$ cat src/rtl/alu_share_arb.sv
// Round-robin time-sharing of one external combinational ALU between two requesters.
// One operation in flight; the response is held until the consumer takes it.
module alu_share_arb #(
    parameter int unsigned WIDTH = 32,
    parameter int unsigned OPW   = 4,
    parameter int unsigned CNTW  = 16
) (
    input  logic             clk,
    input  logic             reset,

    input  logic             req0_valid,
    output logic             req0_ready,
    input  logic [WIDTH-1:0] req0_a,
    input  logic [WIDTH-1:0] req0_b,
    input  logic [OPW-1:0]   req0_op,

    input  logic             req1_valid,
    output logic             req1_ready,
    input  logic [WIDTH-1:0] req1_a,
    input  logic [WIDTH-1:0] req1_b,
    input  logic [OPW-1:0]   req1_op,

    output logic [WIDTH-1:0] alu_a,
    output logic [WIDTH-1:0] alu_b,
    output logic [OPW-1:0]   alu_ctrl,
    input  logic [WIDTH-1:0] alu_res,
    input  logic             alu_zero,

    output logic             rsp_valid,
    input  logic             rsp_ready,
    output logic             rsp_id,
    output logic [WIDTH-1:0] rsp_res,
    output logic             rsp_zero,

    output logic [CNTW-1:0]  op_count
);

    localparam logic [1:0] IDLE = 2'd0;
    localparam logic [1:0] EXEC = 2'd1;
    localparam logic [1:0] RESP = 2'd2;

    logic [1:0] state;
    logic       last_grant;
    logic       id_q;

    logic       can_accept;
    logic       grant0;
    logic       grant1;
    logic       accept;
    logic       rsp_done;

    // A slot opens either when idle or when the held response leaves this cycle.
    always_comb begin
        can_accept = (state == IDLE) || ((state == RESP) && rsp_ready);
        grant0     = req0_valid && (!req1_valid || last_grant);
        grant1     = req1_valid && (!req0_valid || !last_grant);
        req0_ready = can_accept && grant0;
        req1_ready = can_accept && grant1;
        accept     = req0_ready || req1_ready;
        rsp_done   = (state == RESP) && rsp_ready;
    end

    always_ff @(posedge clk or posedge reset) begin
        if (reset) begin
            state      <= IDLE;
            last_grant <= 1'b1;
            id_q       <= 1'b0;
            alu_a      <= '0;
            alu_b      <= '0;
            alu_ctrl   <= '0;
            rsp_valid  <= 1'b0;
            rsp_id     <= 1'b0;
            rsp_res    <= '0;
            rsp_zero   <= 1'b0;
            op_count   <= '0;
        end else begin
            if (rsp_done) begin
                op_count  <= op_count + 1'b1;
                rsp_valid <= 1'b0;
            end

            if (accept) begin
                if (req1_ready) begin
                    alu_a    <= req1_a;
                    alu_b    <= req1_b;
                    alu_ctrl <= req1_op;
                end else begin
                    alu_a    <= req0_a;
                    alu_b    <= req0_b;
                    alu_ctrl <= req0_op;
                end
                id_q       <= req1_ready;
                last_grant <= req1_ready;
            end

            case (state)
                IDLE: begin
                    if (accept) begin
                        state <= EXEC;
                    end
                end
                EXEC: begin
                    rsp_res   <= alu_res;
                    rsp_zero  <= alu_zero;
                    rsp_id    <= id_q;
                    rsp_valid <= 1'b1;
                    state     <= RESP;
                end
                RESP: begin
                    if (rsp_done) begin
                        state <= accept ? EXEC : IDLE;
                    end
                end
                default: begin
                    state <= IDLE;
                end
            endcase
        end
    end

endmodule

$ cat config.mk
export PLATFORM = sky130hd
export DESIGN_NAME = alu_share_arb
export DESIGN_NICKNAME = d
export VERILOG_FILES = /design/src/rtl/alu_share_arb.sv
export SDC_FILE = /design/constraint.sdc
export NUM_CORES = 1
export LEC_CHECK = 0
export ABC_AREA = 1
export ABC_CLOCK_PERIOD_IN_PS = 6900
export CAP_MARGIN = 30
export CORE_UTILIZATION = 44
export DETAILED_ROUTE_END_ITERATION = 7
export PLACE_DENSITY = 0.94
export SKIP_CTS_REPAIR_TIMING = 1
export SLEW_MARGIN = 20
export SYNTH_ARGS = -nofsm -noshare
export SYNTH_HDL_FRONTEND = slang
export SYNTH_SLANG_ARGS = --single-unit
$ cat constraint.sdc
create_clock -name clk -period 6.9 [get_ports clk]
set_clock_uncertainty 0.15 [all_clocks]
set_input_delay 1.035 -clock clk [delete_from_list [all_inputs] [get_ports clk]]
set_output_delay 1.035 -clock clk [all_outputs]
set_load 0.03 [all_outputs]
# Word level (Yosys, flattened, before mapping)
# Cells that the tools add are included.
# op_classes
n_eq_ne	4
add_sub_neg	1
n_reduce_logical	15
muxes	9
# op_table
op	count
32-bit 2-to-1 mux	2
16-bit by 1-bit adder with 16-bit output (second input constant)	1
2-bit case mux with 3 select lines	1
1-bit logical AND	5
1-bit logical OR	4
2-bit 2-to-1 mux	2
4-bit 2-to-1 mux	1
2-bit inequality test (second input constant)	2
1-bit zero test	3
1-bit 2-to-1 mux	3
2-bit by 1-bit == test with 1-bit output (second input constant)	1
2-bit == test (second input constant)	1
2-bit zero test	1
2-bit AND reduction	1
2-bit nonzero test	1
# totals
inputBits	174
out_inout_bits	121
elab_cells	40
regBits	123

# Logic depth before layout (Yosys ltp)
# Gate-level depths: netlist of the first run.
# depth
depth_word	8
mapped_depth	9
mapped_depth_nobuf	8

# Least setup slack after synthesis of the first run
# OpenSTA, ideal clock, no wires.
# synth_timing
path_kind	input to output
start	input rsp_ready
end	output req0_ready
cell_stages	7
path_buffers	1
t_required_ns	5.715
path_slack_ns	3.741
arrival_ns	1.974
path_cell_list	inv_2 nand2_1 nand2_2 inv_2 nand2_2 buf_2 a21oi_1
# synth_between
elab_chain_len	3
# synth_lines
element	line_no	rtl
start, declared	30	input logic rsp_ready,
1-bit logical AND	54	can_accept = (state == IDLE) || ((state == RESP) && rsp_ready);
1-bit logical OR	54	
1-bit logical AND	57	req0_ready = can_accept && grant0;
end, declared	12	output logic req0_ready,
# Every way passes these cells.

# Worst setup path after layout of the first run
# layout_timing
start	input rsp_ready
end	output req1_ready
# layout_between
elab_chain_len	3
# layout_lines
element	line_no	rtl
1-bit logical AND	54	
1-bit logical OR	54	
1-bit logical AND	58	req1_ready = can_accept && grant1;
end, declared	18	output logic req1_ready,
# Every way passes these cells.

==> impl_metrics.csv, run 1 <==
group,metric,value,unit
critical_path,worst-setup-path-type,"primary input to output pin",
placed_design,place_congestion,0.8323,
pwr,design_power_total,4466,uW
detailed_routing,drc_errors,0,
sta,finalCriticalPeriod,4.405,ns
pwr,internal_power,2549,uW
pwr,seqPwrFrac,0.283,
logic_synthesis,synth_largest_type_area_fraction,0.5236,
logic_synthesis,synthesis.yosys.warnings,0,
detailed_routing,routed_wl,17.84,mm
sta,timing.final.setup_violations,0,
cts,clock_tree.root_cell,"clkbuf_16",
cts,tritoncts.num_buffers,17,
critical_path,timing.rr.end,"alu_a[16]$_DFFE_PP0P_",
sta,period_utilisation_layout,0.6384,
die,fp.dieArea,13720,um2
placed_design,hpwl,12.61,mm
cts,cts.reportedPaths.clkPinSlew,0.06,ns
global_routing,globalRouteTotalUtil,0.2655,
final_layout,drive_gt1_frac,0.05298,
pwr,power.share.switching,0.4292,
critical_path,critPathCaptureType,"output pin",
global_routing,antenna_found_initial,0,
logic_synthesis,synth_top_area_cell,"dfrtp_1",
placed_design,place.port_buffers,294,
final_layout,finish.net_count,1219,
logic_synthesis,synth_seq_cells,123,
cts,cts_tree,"built",
job,drv.max_cap_violation_count,0,
critical_path,worstSetupStartpointType,"primary input",
pwr,power_density,469.8,nW/um2
sta,setup-tns-final,0,ns
cts,cts-htree-levels,4,
pwr,power.combinational.fraction,0.503,
critical_path,worst_r2r_startpoint,"state[1]$_DFFE_PP0P_",
detailed_routing,ant_nets,0,
detailed_routing,vias_per_cell,4.855,
logic_synthesis,netlist-cell-type-count,24,
die,rows,41,
final_layout,area_growth,63.05,%
sta,maxClockFrequency,227.0,MHz
min_path,hp-class,"flop to flop",
detailed_routing,avgRoutedWirePerCell,14.52,um
critical_path,worst_r2r_path_depth,9,
detailed_routing,vias,5967,
die,chipHeight,117.1,um
global_routing,number_of_global_route_vias_before_repair,5673,
cts,clkSinkCount,123,
critical_path,cp_max_fo,78,
logic_synthesis,ys_top_cells_by_area,"dfrtp_1, nand2_1, nand3_1",
sta,timing.final.hold_violations,0,
logic_synthesis,instance_count_of_the_mapped_netlist,765,
global_routing,grt_pass1_wl,27.39,mm
logic_synthesis,mappedNetlistArea,5831,um2
cts,cts-root-to-sink-buffers,2,
cts,worstSkewPairLatency,0.41,ns
pwr,power.switching,1917,uW
logic_synthesis,share_of_synthesized_area_occupied_by_flip_flops_and_latches,0.5281,
pwr,irDropWorstVdd,288.8,uV
critical_path,cp.arrival,3.22,ns
detailed_routing,first_pass_iters,5,
sta,least_margin_pin_slew,0.7899,ns
logic_synthesis,syn_area_per_cell,7.622,um2
pwr,p_leak,0.004511,uW
pwr,clkPwrFrac,0.214,
final_layout,layoutNonFillerInstCount,1229,
critical_path,reg2reg_setup_slack,4.07,ns
die,pin_count,295,
final_layout,postLayoutCoreUtil,0.7442,
sta,report.final.slew_viol_count,0,
final_layout,diodes,0,
sta,worst_slack,2.495,ns
global_routing,grt_max_degree,79,
min_path,hold-path-endpoint,"state[1]$_DFFE_PP0P_",
die,start_util,0.4565,
sta,timing.max_slew.rel_slack,0.4734,
min_path,timing.hold.worst.start,"state[0]$_DFFE_PP0P_",
sta,rsz0062_at_grt,"no",
global_routing,overflow,0,
placed_design,placed_cells_incl_taps,1196,
min_path,worst_hold_path.num_cells,1,
logic_synthesis,syn-num-nets,940,
detailed_routing,first_iter_violations,463,
placed_design,placement.setup.worst_slack,2.495,ns
die,core_area,12770,um2
die,die_width,117.1,um
run_status,status,"finished clean",
critical_path,crit_required,5.71,ns
==> cells in the final DEF, fill, tap and decap left out, drive strengths merged <==
| cell type | instances |
|---|---|
| xnor2 | 4 |
| buf | 8 |
| nand3b | 1 |
| a21oi | 2 |
| mux2 | 1 |
| dfstp | 1 |
| o21ai | 73 |
| clkdlybuf4s50 | 294 |
| clkinv | 3 |
| inv | 93 |
| bufinv | 4 |
| nor2 | 83 |
| xor2 | 7 |
| nand4 | 4 |
| nand3 | 73 |
| nor3 | 1 |
| ha | 1 |
| nand2 | 263 |
| clkinvlp | 2 |
| dfrtp | 122 |
| clkbuf | 17 |
==> power by group through the flow <==
stage          Sequential [uW]  Combinational [uW]  Clock, uW
2_1_floorplan             1860                 705          0
3_3_place_gp              1250                2200          0
3_5_place_dp              1270                2260          0
4_1_cts                   1260                2270        966
5_1_grt                   1300                2420       1000
6_report                  1260                2250        956
==> layer usage <==
metal  wire length [um]  up-vias  global-route usage
met5                  0        -                   0
met4                516        0              0.1232
met3               1439       45             0.09166
met2               9352      231              0.4738
met1               6531     2776              0.2823
li1                   -     2915                   -
==> cell usage after synthesis <==
library cell,instances
ha_1,1
nand3_1,72
nand2_2,3
nor2_2,2
inv_2,5
o21ai_1,69
nor2_1,80
nand4_1,4
nand3b_1,1
xor2_1,7
a21oi_1,2
dfrtp_1,122
xnor2_1,4
buf_2,30
nor3_1,1
dfstp_2,1
nand3_2,1
buf_4,2
nand2_1,260
o21ai_0,4
mux2_2,1
nor2_4,1
inv_1,82
clkbuf_1,10
==> how the worst max path moves through the flow <==
stage	startpoint	to	slack, ns	cells after the start
detailed placement	rsp_ready	req1_ready	2.50	7
finish	rsp_ready	req1_ready	2.49	7
global route	rsp_ready	req1_ready	2.38	7
floorplan	reset	alu_a[0]$_DFFE_PP0P_	2.45	1
global placement	rsp_ready	req1_ready	2.50	7
CTS	rsp_ready	req1_ready	2.49	7
==> state kept, by name (all words and copies together), names as in the netlist, 2 cells and up <==
register,cells
op_count,16
alu_a,32
alu_b,32
state,2
alu_ctrl,4
rsp_res,32
==> area by class of cell <==
cell class / instances / area (um2)
Timing Repair Buffer: 302 / 3023
Inverter: 87 / 329.1
Fill cell: 884 / 3267
Sequential cell: 123 / 3079
Clock inverter: 15 / 210.2
Clock buffer: 17 / 425.4
Tap cell: 172 / 215.2
Multi-Input combinational cell: 513 / 2225
==> cells by family (layout without fill, tap and decap cells) <==
kind of cell    count (synthesis)  count (layout)  synth area share
simple gates                  425             425            0.2961
compound gates                 75              75           0.06438
fa+ha+maj                       1               1          0.002146
xor+xnor                       11              11           0.01652
buf+inv                       129             421           0.09077
mux                             1               1          0.001931
flops                         123             123            0.5281
==> worst max-delay path, cell delays in order <==
cell	delay (ns)
clkdlybuf4s50_1	0.54
inv_2	0.04
nand2_1	0.06
nand2_2	0.08
nor2_4	0.09
buf_4	0.56
clkdlybuf4s50_1	0.80
==> stage by stage <==
stage / cell area, um2 / hold WS [ns]
2_1_floorplan: 5831 / 0.2849
3_3_place_gp: 8843 / 0.2989
3_5_place_dp: 8843 / 0.3022
4_1_cts: 9479 / 0.3108
5_1_grt: 9507 / 0.3381
6_report: 9507 / 0.3079
Note: power is estimated with default switching activity, not from simulation.
==> inputs of run 2 (changes only) <==
ABC_CLOCK_PERIOD_IN_PS = 4300   (was 6900)
CORE_UTILIZATION = 40   (was 44)
PLACE_DENSITY = 0.87   (was 0.94)
clock period = 4.3 ns   (was 6.9 ns; I/O delays follow)
==> run 2 against run 1 <==
Compared with the run above: via count is 0.67% lower; flip-flop and latch count did not move; worst setup slack worse by 1.3 ns; critical path depth increased by 1; largest power group unchanged; first-iteration DRC count fell by 22%; total power rose by 58%; utilization fell by 6.8 points; cell area fell by 0.14%.
==> impl_metrics.csv, run 2 (same netlist as run 1, synthesis figures left out) <==
group,metric,value,unit
run_status,status,"finished clean",
cts,worstSkewPairLatency,0.41,ns
pwr,p_leak,0.004493,uW
placed_design,hpwl,12.34,mm
cts,cts-htree-levels,4,
detailed_routing,first_pass_iters,8,
sta,finalCriticalPeriod,3.068,ns
die,pin_count,295,
die,core_area,14040,um2
detailed_routing,first_iter_violations,359,
sta,timing.final.setup_violations,0,
critical_path,worst-setup-path-type,"primary input to output pin",
critical_path,critPathCaptureType,"output pin",
critical_path,critical_path.n_buffers_inverters,4,
critical_path,crit_chain,"clkdlybuf4s50_1 -> inv_2 -> nand2_1 -> nand2_2 -> inv_2 -> nand2_2 -> a21oi_1 -> clkdlybuf4s50_1",
pwr,power_density,742.7,nW/um2
sta,period_utilisation_layout,0.7136,
die,die_width,122.7,um
global_routing,globalRouteTotalUtil,0.2362,
detailed_routing,routed_wl,17.35,mm
sta,timing.max_slew.rel_slack,0.4664,
global_routing,overflow,0,
die,chipHeight,122.7,um
sta,report.final.slew_viol_count,0,
final_layout,finish.net_count,1220,
detailed_routing,vias_per_cell,4.788,
sta,worst_slack,1.232,ns
sta,setup-tns-final,0,ns
pwr,irDropWorstVdd,354.2,uV
sta,timing.final.hold_violations,0,
sta,rsz0062_at_grt,"no",
final_layout,diodes,0,
final_layout,largestRegisters,"alu_a: 32 flops, alu_b: 32 flops, rsp_res: 32 flops",
global_routing,grt_pass1_wl,27.21,mm
final_layout,mostFrequentLayoutCell,"clkdlybuf4s50_1",
critical_path,timing.critical_path.max_delay_family,"buffers and inverters",
detailed_routing,avgRoutedWirePerCell,14.01,um
die,fp.dieArea,15060,um2
global_routing,antenna_found_initial,0,
job,drv.max_cap_violation_count,0,
min_path,hp-class,"flop to flop",
final_layout,layout_common_cells,"clkdlybuf4s50_1, nand2_1, dfrtp_1",
detailed_routing,drc_errors,0,
die,start_util,0.4152,
placed_design,place.port_buffers,294,
critical_path,critPathSlowestCell,"clkdlybuf4s50_1",
critical_path,cp_max_fo,3,
die,rows,43,
placed_design,placement.setup.worst_slack,1.228,ns
final_layout,area_growth,62.81,%
sta,maxClockFrequency,325.9,MHz
global_routing,grt_max_degree,138,
cts,cts.reportedPaths.clkPinSlew,0.05,ns
detailed_routing,vias,5927,
cts,cts-root-to-sink-buffers,2,
final_layout,n_fill_cell,1124,
cts,cts_tree,"built",
cts,clock_tree.root_cell,"clkbuf_16",
placed_design,place_congestion,0.7965,
critical_path,crit_path_max_incr_delay,0.70,ns
global_routing,number_of_global_route_vias_before_repair,5574,
critical_path,cp.arrival,2.27,ns
detailed_routing,ant_nets,0,
cts,tritoncts.num_buffers,17,
sta,least_margin_pin_slew,0.8003,ns
critical_path,crit_required,3.50,ns
critical_path,worstSetupStartpointType,"primary input",
final_layout,drive_gt1_frac,0.05293,
cts,clkSinkCount,123,
==> run 2: final cells by class <==
| cell class | instances | area (um2) | share of cell area |
|---|---|---|---|
| Sequential cell | 123 | 3079 | 0.3244 |
| Timing Repair Buffer | 303 | 3035 | 0.3198 |
| Multi-Input combinational cell | 513 | 2225 | 0.2343 |
| Clock buffer | 18 | 429.2 | 0.04521 |
| Inverter | 87 | 329.1 | 0.03466 |
| Tap cell | 180 | 225.2 | 0.02372 |
| Clock inverter | 14 | 170.2 | 0.01793 |
==> run 2: worst paths after layout <==
path                                   startpoint                      end  slack (ns)  depth (start not counted)
max in group asynchronous                   reset  rsp_res[14]$_DFFE_PP0P_        2.73                          3
max reg2reg                last_grant$_DFFE_PP1P_     alu_b[3]$_DFFE_PP0P_        2.03                          8
max                                     rsp_ready               req0_ready        1.23                          8
min reg2reg                  state[0]$_DFFE_PP0P_     state[1]$_DFFE_PP0P_        0.31                          1
min                          state[0]$_DFFE_PP0P_     state[1]$_DFFE_PP0P_        0.31                          1
min in group asynchronous                   reset    alu_a[16]$_DFFE_PP0P_        0.54                          2
==> run 2: per-layer routing <==
layer | global-route usage | vias up | routed length, um
met2 | 0.4080 | 253 | 8699
met5 | 0 | - | 0
met4 | 0.09604 | 0 | 412
li1 | - | 2914 | -
met3 | 0.08271 | 32 | 1623
met1 | 0.2639 | 2728 | 6614
==> run 2: power by group <==
group / leakage, uW / switching [uW] / internal, uW
sequential: 0.00151 / 311 / 1690
combinational: 0.00270 / 2180 / 1420
clock: 0.000283 / 528 / 913
==> run 2: worst reg2reg max path: cells and delay by family, from the launching register on <==
| kind | cells | cell delay [ns] |
|---|---|---|
| buffers and inverters | 3 | 0.96 |
| AO/OA/AOI/OAI | 1 | 0.14 |
| flip-flops | 1 | 0.53 |
| AND/OR/NAND/NOR | 4 | 0.41 |
==> run 2: metrics by stage <==
stage	cells	cell area (um2)	hold slack [ns]	power (uW)	util
floorplan	765	5831	0.2849	4119	-
global placement	1206	8894	0.2993	5562	0.6333
detailed placement	1206	8894	0.3031	5648	0.6333
CTS	1238	9493	0.3088	7120	0.6760
global route	1238	9493	0.3129	7476	0.6760
finish	1238	9493	0.3058	7051	0.6760
